File: config.mk
export PLATFORM = sky130hd
export DESIGN_NAME = memory_access_unit
export DESIGN_NICKNAME = d
export VERILOG_FILES = /design/src/rtl/mem_pkg.sv /design/src/rtl/load_extend.sv /design/src/rtl/memory_access_unit.sv
export SDC_FILE = /design/constraint.sdc
export NUM_CORES = 1
export LEC_CHECK = 0
export ABC_CLOCK_PERIOD_IN_PS = 4100
export CAP_MARGIN = 15
export CELL_PAD_IN_SITES_DETAIL_PLACEMENT = 0
export CELL_PAD_IN_SITES_GLOBAL_PLACEMENT = 1
export CORE_UTILIZATION = 33
export CTS_CLUSTER_SIZE = 14
export DETAILED_ROUTE_END_ITERATION = 6
export PLACE_DENSITY = 0.82
export SETUP_SLACK_MARGIN = 0.5
export SLEW_MARGIN = 30
export SYNTH_ARGS = -nofsm -noshare
export SYNTH_HDL_FRONTEND = slang
export SYNTH_SLANG_ARGS = --single-unit
File: constraint.sdc
create_clock -name CLK -period 4.1 [get_ports CLK]
set_input_delay 0.82 -clock CLK [delete_from_list [all_inputs] [get_ports CLK]]
set_output_delay 0.82 -clock CLK [all_outputs]
set_load 0.02 [all_outputs]
File: src/rtl/mem_pkg.sv
// Shared types and constants for the memory-stage load/store unit.
// Latency: n/a (declarations only).
// Backpressure: n/a.
package mem_pkg;

  typedef enum logic [1:0] {
    IDLE = 2'd0,
    REQ  = 2'd1,
    DONE = 2'd2
  } state_t;

  // RV32I funct3 access size / sign encodings
  localparam logic [2:0] F3_B  = 3'b000;
  localparam logic [2:0] F3_H  = 3'b001;
  localparam logic [2:0] F3_W  = 3'b010;
  localparam logic [2:0] F3_BU = 3'b100;
  localparam logic [2:0] F3_HU = 3'b101;

  // Byte-enable patterns for lane 0; shifted by addr[1:0] for sub-word access
  localparam logic [3:0] BE_B = 4'b0001;
  localparam logic [3:0] BE_H = 4'b0011;
  localparam logic [3:0] BE_W = 4'b1111;

endpackage

File: src/rtl/load_extend.sv
// Selects the addressed byte/halfword of a read word and sign/zero extends it.
// Latency: combinational.
// Backpressure: none.
module load_extend
  import mem_pkg::*;
(
  input  logic [31:0] word,
  input  logic [1:0]  addr,
  input  logic [2:0]  funct3,
  output logic [31:0] result
);

  logic [7:0]  byte_sel;
  logic [15:0] half_sel;

  // Lane select by byte offset, then extend according to access type
  always_comb begin
    byte_sel = word[{addr, 3'b000} +: 8];
    half_sel = addr[1] ? word[31:16] : word[15:0];
    result   = word;
    case (funct3)
      F3_B:    result = {{24{byte_sel[7]}}, byte_sel};
      F3_BU:   result = {24'h0, byte_sel};
      F3_H:    result = {{16{half_sel[15]}}, half_sel};
      F3_HU:   result = {16'h0, half_sel};
      default: result = word;
    endcase
  end

endmodule

File: src/rtl/memory_access_unit.sv
// Memory-stage load/store unit: decoded access -> word-addressed req/ack bus transaction.
// Latency: 3 cycles with a zero-wait ack (IDLE, REQ, DONE), +1 per bus wait cycle.
// Backpressure: StallM holds the pipeline from issue until DONE; BusReq waits indefinitely for BusAck.
module memory_access_unit
  import mem_pkg::*;
#(
  parameter int DATA_WIDTH    = 32,
  parameter int ADDRESS_WIDTH = 32
) (
  input  logic                     CLK,
  input  logic                     RST,
  input  logic                     MemReadM,
  input  logic                     MemWriteM,
  input  logic [2:0]               Funct3M,
  input  logic [ADDRESS_WIDTH-1:0] ALUResultM,
  input  logic [DATA_WIDTH-1:0]    WriteDataM,
  output logic [DATA_WIDTH-1:0]    ReadDataM,
  output logic                     StallM,
  output logic                     FaultM,
  output logic                     BusReq,
  output logic                     BusWe,
  output logic [ADDRESS_WIDTH-1:0] BusAddr,
  output logic [3:0]               BusBe,
  output logic [DATA_WIDTH-1:0]    BusWData,
  input  logic [DATA_WIDTH-1:0]    BusRData,
  input  logic                     BusAck
);

  state_t                   state;
  logic [ADDRESS_WIDTH-1:0] addr_q;
  logic [2:0]               f3_q;
  logic                     we_q;
  logic                     req_q;
  logic [3:0]               be_q;
  logic [DATA_WIDTH-1:0]    wdata_q;
  logic [DATA_WIDTH-1:0]    rdata_q;
  logic [DATA_WIDTH-1:0]    load_val;

  logic                     access;
  logic                     bad;
  logic                     go;
  logic [3:0]               be_d;
  logic [DATA_WIDTH-1:0]    wdata_d;

  // Decode size, byte enables, lane-replicated store data and fault conditions
  always_comb begin
    access  = MemReadM | MemWriteM;
    bad     = MemReadM & MemWriteM;
    be_d    = BE_W;
    wdata_d = WriteDataM;
    case (Funct3M)
      F3_B: begin
        be_d    = BE_B << ALUResultM[1:0];
        wdata_d = {4{WriteDataM[7:0]}};
      end
      F3_H: begin
        be_d    = BE_H << ALUResultM[1:0];
        wdata_d = {2{WriteDataM[15:0]}};
        if (ALUResultM[0]) bad = 1'b1;
      end
      F3_W: begin
        if (ALUResultM[1:0] != 2'b00) bad = 1'b1;
      end
      F3_BU: begin
        be_d = BE_B << ALUResultM[1:0];
        if (MemWriteM) bad = 1'b1;
      end
      F3_HU: begin
        be_d = BE_H << ALUResultM[1:0];
        if (MemWriteM || ALUResultM[0]) bad = 1'b1;
      end
      default: bad = 1'b1;
    endcase
    go = access & ~bad;
  end

  load_extend u_load_extend (
    .word   (BusRData),
    .addr   (addr_q[1:0]),
    .funct3 (f3_q),
    .result (load_val)
  );

  // Access FSM with request latches; all bus outputs come straight from registers
  always_ff @(posedge CLK or posedge RST) begin
    if (RST) begin
      state   <= IDLE;
      addr_q  <= '0;
      f3_q    <= '0;
      we_q    <= 1'b0;
      req_q   <= 1'b0;
      be_q    <= '0;
      wdata_q <= '0;
      rdata_q <= '0;
    end else begin
      case (state)
        IDLE: begin
          if (go) begin
            addr_q  <= ALUResultM;
            f3_q    <= Funct3M;
            we_q    <= MemWriteM;
            be_q    <= be_d;
            wdata_q <= wdata_d;
            req_q   <= 1'b1;
            state   <= REQ;
          end
        end
        REQ: begin
          if (BusAck) begin
            rdata_q <= we_q ? '0 : load_val;
            req_q   <= 1'b0;
            state   <= DONE;
          end
        end
        DONE: begin
          // result is only visible for the single advance cycle
          rdata_q <= '0;
          state   <= IDLE;
        end
        default: begin
          req_q <= 1'b0;
          state <= IDLE;
        end
      endcase
    end
  end

  // Stall and fault must act in the issue cycle, so they are decoded from the live inputs
  assign StallM = ~RST & (((state == IDLE) & go) | (state == REQ));
  assign FaultM = ~RST & (state == IDLE) & access & bad;

  assign ReadDataM = rdata_q;
  assign BusReq    = req_q;
  assign BusWe     = we_q;
  assign BusAddr   = {addr_q[ADDRESS_WIDTH-1:2], 2'b00};
  assign BusBe     = be_q;
  assign BusWData  = wdata_q;

endmodule
==> metrics.log <==
INFO  metric setup_total_negative_slack = 0 ns
INFO  metric worst_ep_required_time = between 3 and 4 ns
INFO  metric final-max-slew-violation-count = 0
INFO  metric crit_path_end_kind = primary output
INFO  metric total_switching_power = 1.79 mW
INFO  metric synth_sequential_area_ratio = 50.7%
INFO  metric ctsHtreeMaxLevel = 3
INFO  metric cts_buffer_depth = 2
INFO  metric final_weighted_congestion_in_routability_driven_placement = 0.868
INFO  metric grt_setup_unrepaired = false
INFO  metric timing_worst_slew_pin_value = approximately 0.76 ns
INFO  metric number_of_antenna_violations_at_the_first_check_in_global_routing = 0
INFO  metric route.final.wire_length = 14,900 um
INFO  metric die_w = 129 um
INFO  metric ffs_latches_synth = between 100 and 150
INFO  metric finalWorstPathRequiredPeriod = 3.48 ns
INFO  metric grt_usage = 18.6%
INFO  metric placement.io_buffers = 205
INFO  metric worst_path_max_delay_cell = or4_1
INFO  metric netlist_area = 0.00529 mm^2
INFO  metric timing.hold.worst_path_depth = 2
INFO  metric cts_tree = done
INFO  metric grt_start_max_net_pins = between 50 and 60
INFO  metric powerDensity = 652 mW/mm^2
INFO  metric post_cts_buffers = 0
INFO  metric areaGrowthSynthToFinish = 45.9%
INFO  metric layout.nets = 739
INFO  metric fill_cells = 1,377
INFO  metric drtPass1Iterations = 4
INFO  metric clkSlewWorstSetupHoldPaths = 0.07 ns
INFO  metric timing_hold_violations_final = 0
INFO  metric insertion_delay = 0.35 ns
INFO  metric critical_path_class = input port to primary output
INFO  metric final_standard_cell_count_with_taps_included_and_fillers_excluded = 851
INFO  metric yosysWarnings = 0
INFO  metric via_count = 4,206
INFO  metric area_of_the_multi_input_gates = about 0.0022 mm^2
INFO  metric synth_cell_types = 45
INFO  metric critPathMaxFanout = 5
INFO  metric irDropWorstVdd = between 300 and 400 uV
INFO  metric via_per_inst = 4.94
INFO  metric layout.area.seq = 0.00268 mm^2
INFO  metric finalSetupViolations = 0
INFO  metric post_route_cells_drive_above_1_share = 17.2%
INFO  metric antenna-diode-count = 0
INFO  metric initialDrtViolationCount = approximately 180
INFO  metric core = ~0.015 mm^2
INFO  metric first_global_vias = 4,504
INFO  metric design.die.area = about 0.017 mm^2
INFO  metric cp_data_arrival_time = 2.66 ns
INFO  metric flip_flop_cell_with_the_highest_count_after_synthesis = dfrtp_1
INFO  metric place_hpwl = roughly 11,000 um
INFO  metric ctsRootBufferMaster = clkbuf_16
INFO  metric cts_buffers = 9
INFO  metric synth-async-reset-ratio = 100%
INFO  metric power.leakage = 3.14 nW
INFO  metric path_cells = clkdlybuf4s50_1, xnor2_1, a2bb2oi_1, or4_1, a21oi_1, dlygate4sd2_1
INFO  metric global_route_wire_length_before_repair = 23,700 um
INFO  metric critical-path-max-stage-delay = between 0.5 and 0.6 ns
INFO  metric sw_frac_of_total = 35.6%
INFO  metric timing.fmax = ~290 MHz
INFO  metric drc_errors = 0
INFO  metric mean_area_per_synthesized_cell = between 10 and 15 um^2
INFO  metric number_of_gates_resized_after_cts = 1
INFO  metric layout_worst_path_cycle_share = 84.8%
INFO  metric worstSetupPathDepth = 6
INFO  metric wl_per_cell = roughly 17 um
INFO  metric relSlewSlack = approximately half
INFO  metric hold_buffers = 0
INFO  metric crit_path_buf_inv_count = 2
INFO  metric boundaryPins = 208
INFO  metric initial_utilization = between 30% and 40%
INFO  metric globalRouteOverflowTotal = 0
INFO  metric reg2regPathDepth = 4
INFO  metric clock_skew = 0.0120 ns
INFO  metric cell_internal_pwr = 3.24 mW
INFO  metric place.detailed.instances = between 800 and 900
INFO  metric synth_cells = around 470
INFO  metric synth-edff-count = 0
INFO  metric combPwrFrac = 44.4%
INFO  metric number_of_clock_sinks = 107
INFO  metric worst_path_dominant_cell_family = buffers and inverters
INFO  metric drv.max_cap_violation_count = 0
INFO  metric seq_power_share = 35.3%
INFO  metric power.clock.fraction = 20.3%
INFO  metric start_kind = input port
INFO  metric antenna_violating_nets_post_route = 0
INFO  metric chipHeight = 129 um
INFO  metric row_count = between 40 and 50
INFO  metric run_status = finished, final reports clean
INFO  metric worst_hold_path_type = flip-flop to flip-flop
==> power by group through the flow <==
stage / sequential (mW) / combinational, mW / clock (mW)
finish: 1.77 / 2.23 / 1.02
global route: 1.84 / 2.39 / 1.09
CTS: 1.78 / 2.25 / 1.05
detailed placement: 1.79 / 2.24 / 0
global placement: 1.77 / 2.22 / 0
floorplan: 2.01 / 1.05 / 0
==> per-layer routing <==
| metal | global-route usage (%) | vias to the layer above | share of wire, % |
|---|---|---|---|
| li1 | - | 1949 | - |
| met1 | 23.2 | 2049 | 42 |
| met2 | 28.8 | 189 | 46 |
| met3 | 7.32 | 19 | 11 |
| met4 | 7.47 | 0 | 2.1 |
| met5 | 0 | - | 0 |
==> cell families (layout without fill, tap and decap cells) <==
kind of cell              after synthesis  after routing  share of synthesized area [%]
other                                   1              2                         0.0710
muxes                                 102            102                           22.2
and+or+nand+nor                        82             82                           7.46
xor gates and xnor gates                1              1                          0.166
buffers and inverters                  67            241                           7.65
AOI/OAI and AO/OA                     105            105                           11.8
DFF                                   107            107                           50.7
==> worst register-to-register path, stage by stage (launching register included) <==
cell	delay, ns
dfrtp_1	0.77
mux4_2	0.60
a221o_1	0.31
nand2_1	0.36
o21ai_0	0.18
==> cells in the mapped netlist, types with 7 or more instances <==
cell | count | share of area [%]
a21oi_1 | 32 | 3.0
buf_2 | 8 | 0.76
buf_4 | 34 | 4.8
clkbuf_1 | 14 | 0.99
dfrtp_1 | 107 | 51
inv_1 | 7 | 0.50
mux2_1 | 20 | 4.3
mux2_2 | 66 | 14
mux2i_1 | 10 | 1.9
nand2_1 | 32 | 2.3
nand2b_1 | 7 | 0.83
nor2_1 | 23 | 1.6
o21a_1 | 8 | 1.1
o21ai_0 | 41 | 3.9
==> worst paths after layout <==
check,from,to,slack (ns)
worst max-delay path,MemWriteM,StallM,0.62
worst min-delay path,ReadDataM[12],ReadDataM[12],0.48
min in group asynchronous,RST,addr_q[18],0.88
max in group asynchronous,RST,ReadDataM[12],2.36
worst max register to register,addr_q[1],ReadDataM[17],1.73
worst min register to register,ReadDataM[12],ReadDataM[12],0.48
==> sequential cells by signal (all words and copies together) (netlist names) <==
signal and cells:
BusBe 4, BusReq 1, BusWData 32, BusWe 1, ReadDataM 32, addr_q 32
f3_q 3, state 2
==> layout make-up <==
| cell class | instances | area share (%) |
|---|---|---|
| multi-input cells | 292 | 28.7 |
| repair buffers | 218 | 28.2 |
| well taps | 211 | 3.42 |
| clock inverters | 5 | 1.40 |
| inverters | 7 | 0.389 |
| clock buffers | 11 | 3.15 |
| flip-flops and latches | 107 | 34.7 |
==> cells in the final DEF (no fill, tap or decap), drive strengths merged, types with 8 or more instances in the layout <==
cell / n
clkdlybuf4s50: 204
dfrtp: 107
mux2: 90
o21ai: 44
a21oi: 32
nand2: 32
nor2: 23
buf: 13
clkbuf: 11
mux2i: 10
o21a: 8
==> metrics by stage <==
stage | utilization [%] | worst slack (ns) | area [um^2] | total power, mW | hold WS (ns)
global route | 50.0 | 0.525 | 7710 | 5.32 | 0.503
finish | 50.0 | 0.621 | 7710 | 5.03 | 0.481
detailed placement | 47.6 | 0.328 | 7340 | 4.04 | 0.473
floorplan | - | 1.09 | 5290 | 3.06 | 0.459
global placement | 47.6 | 0.368 | 7340 | 3.99 | 0.464
CTS | 49.8 | 0.604 | 7690 | 5.08 | 0.489
No activity file was read; power rests on OpenSTA's default activity.
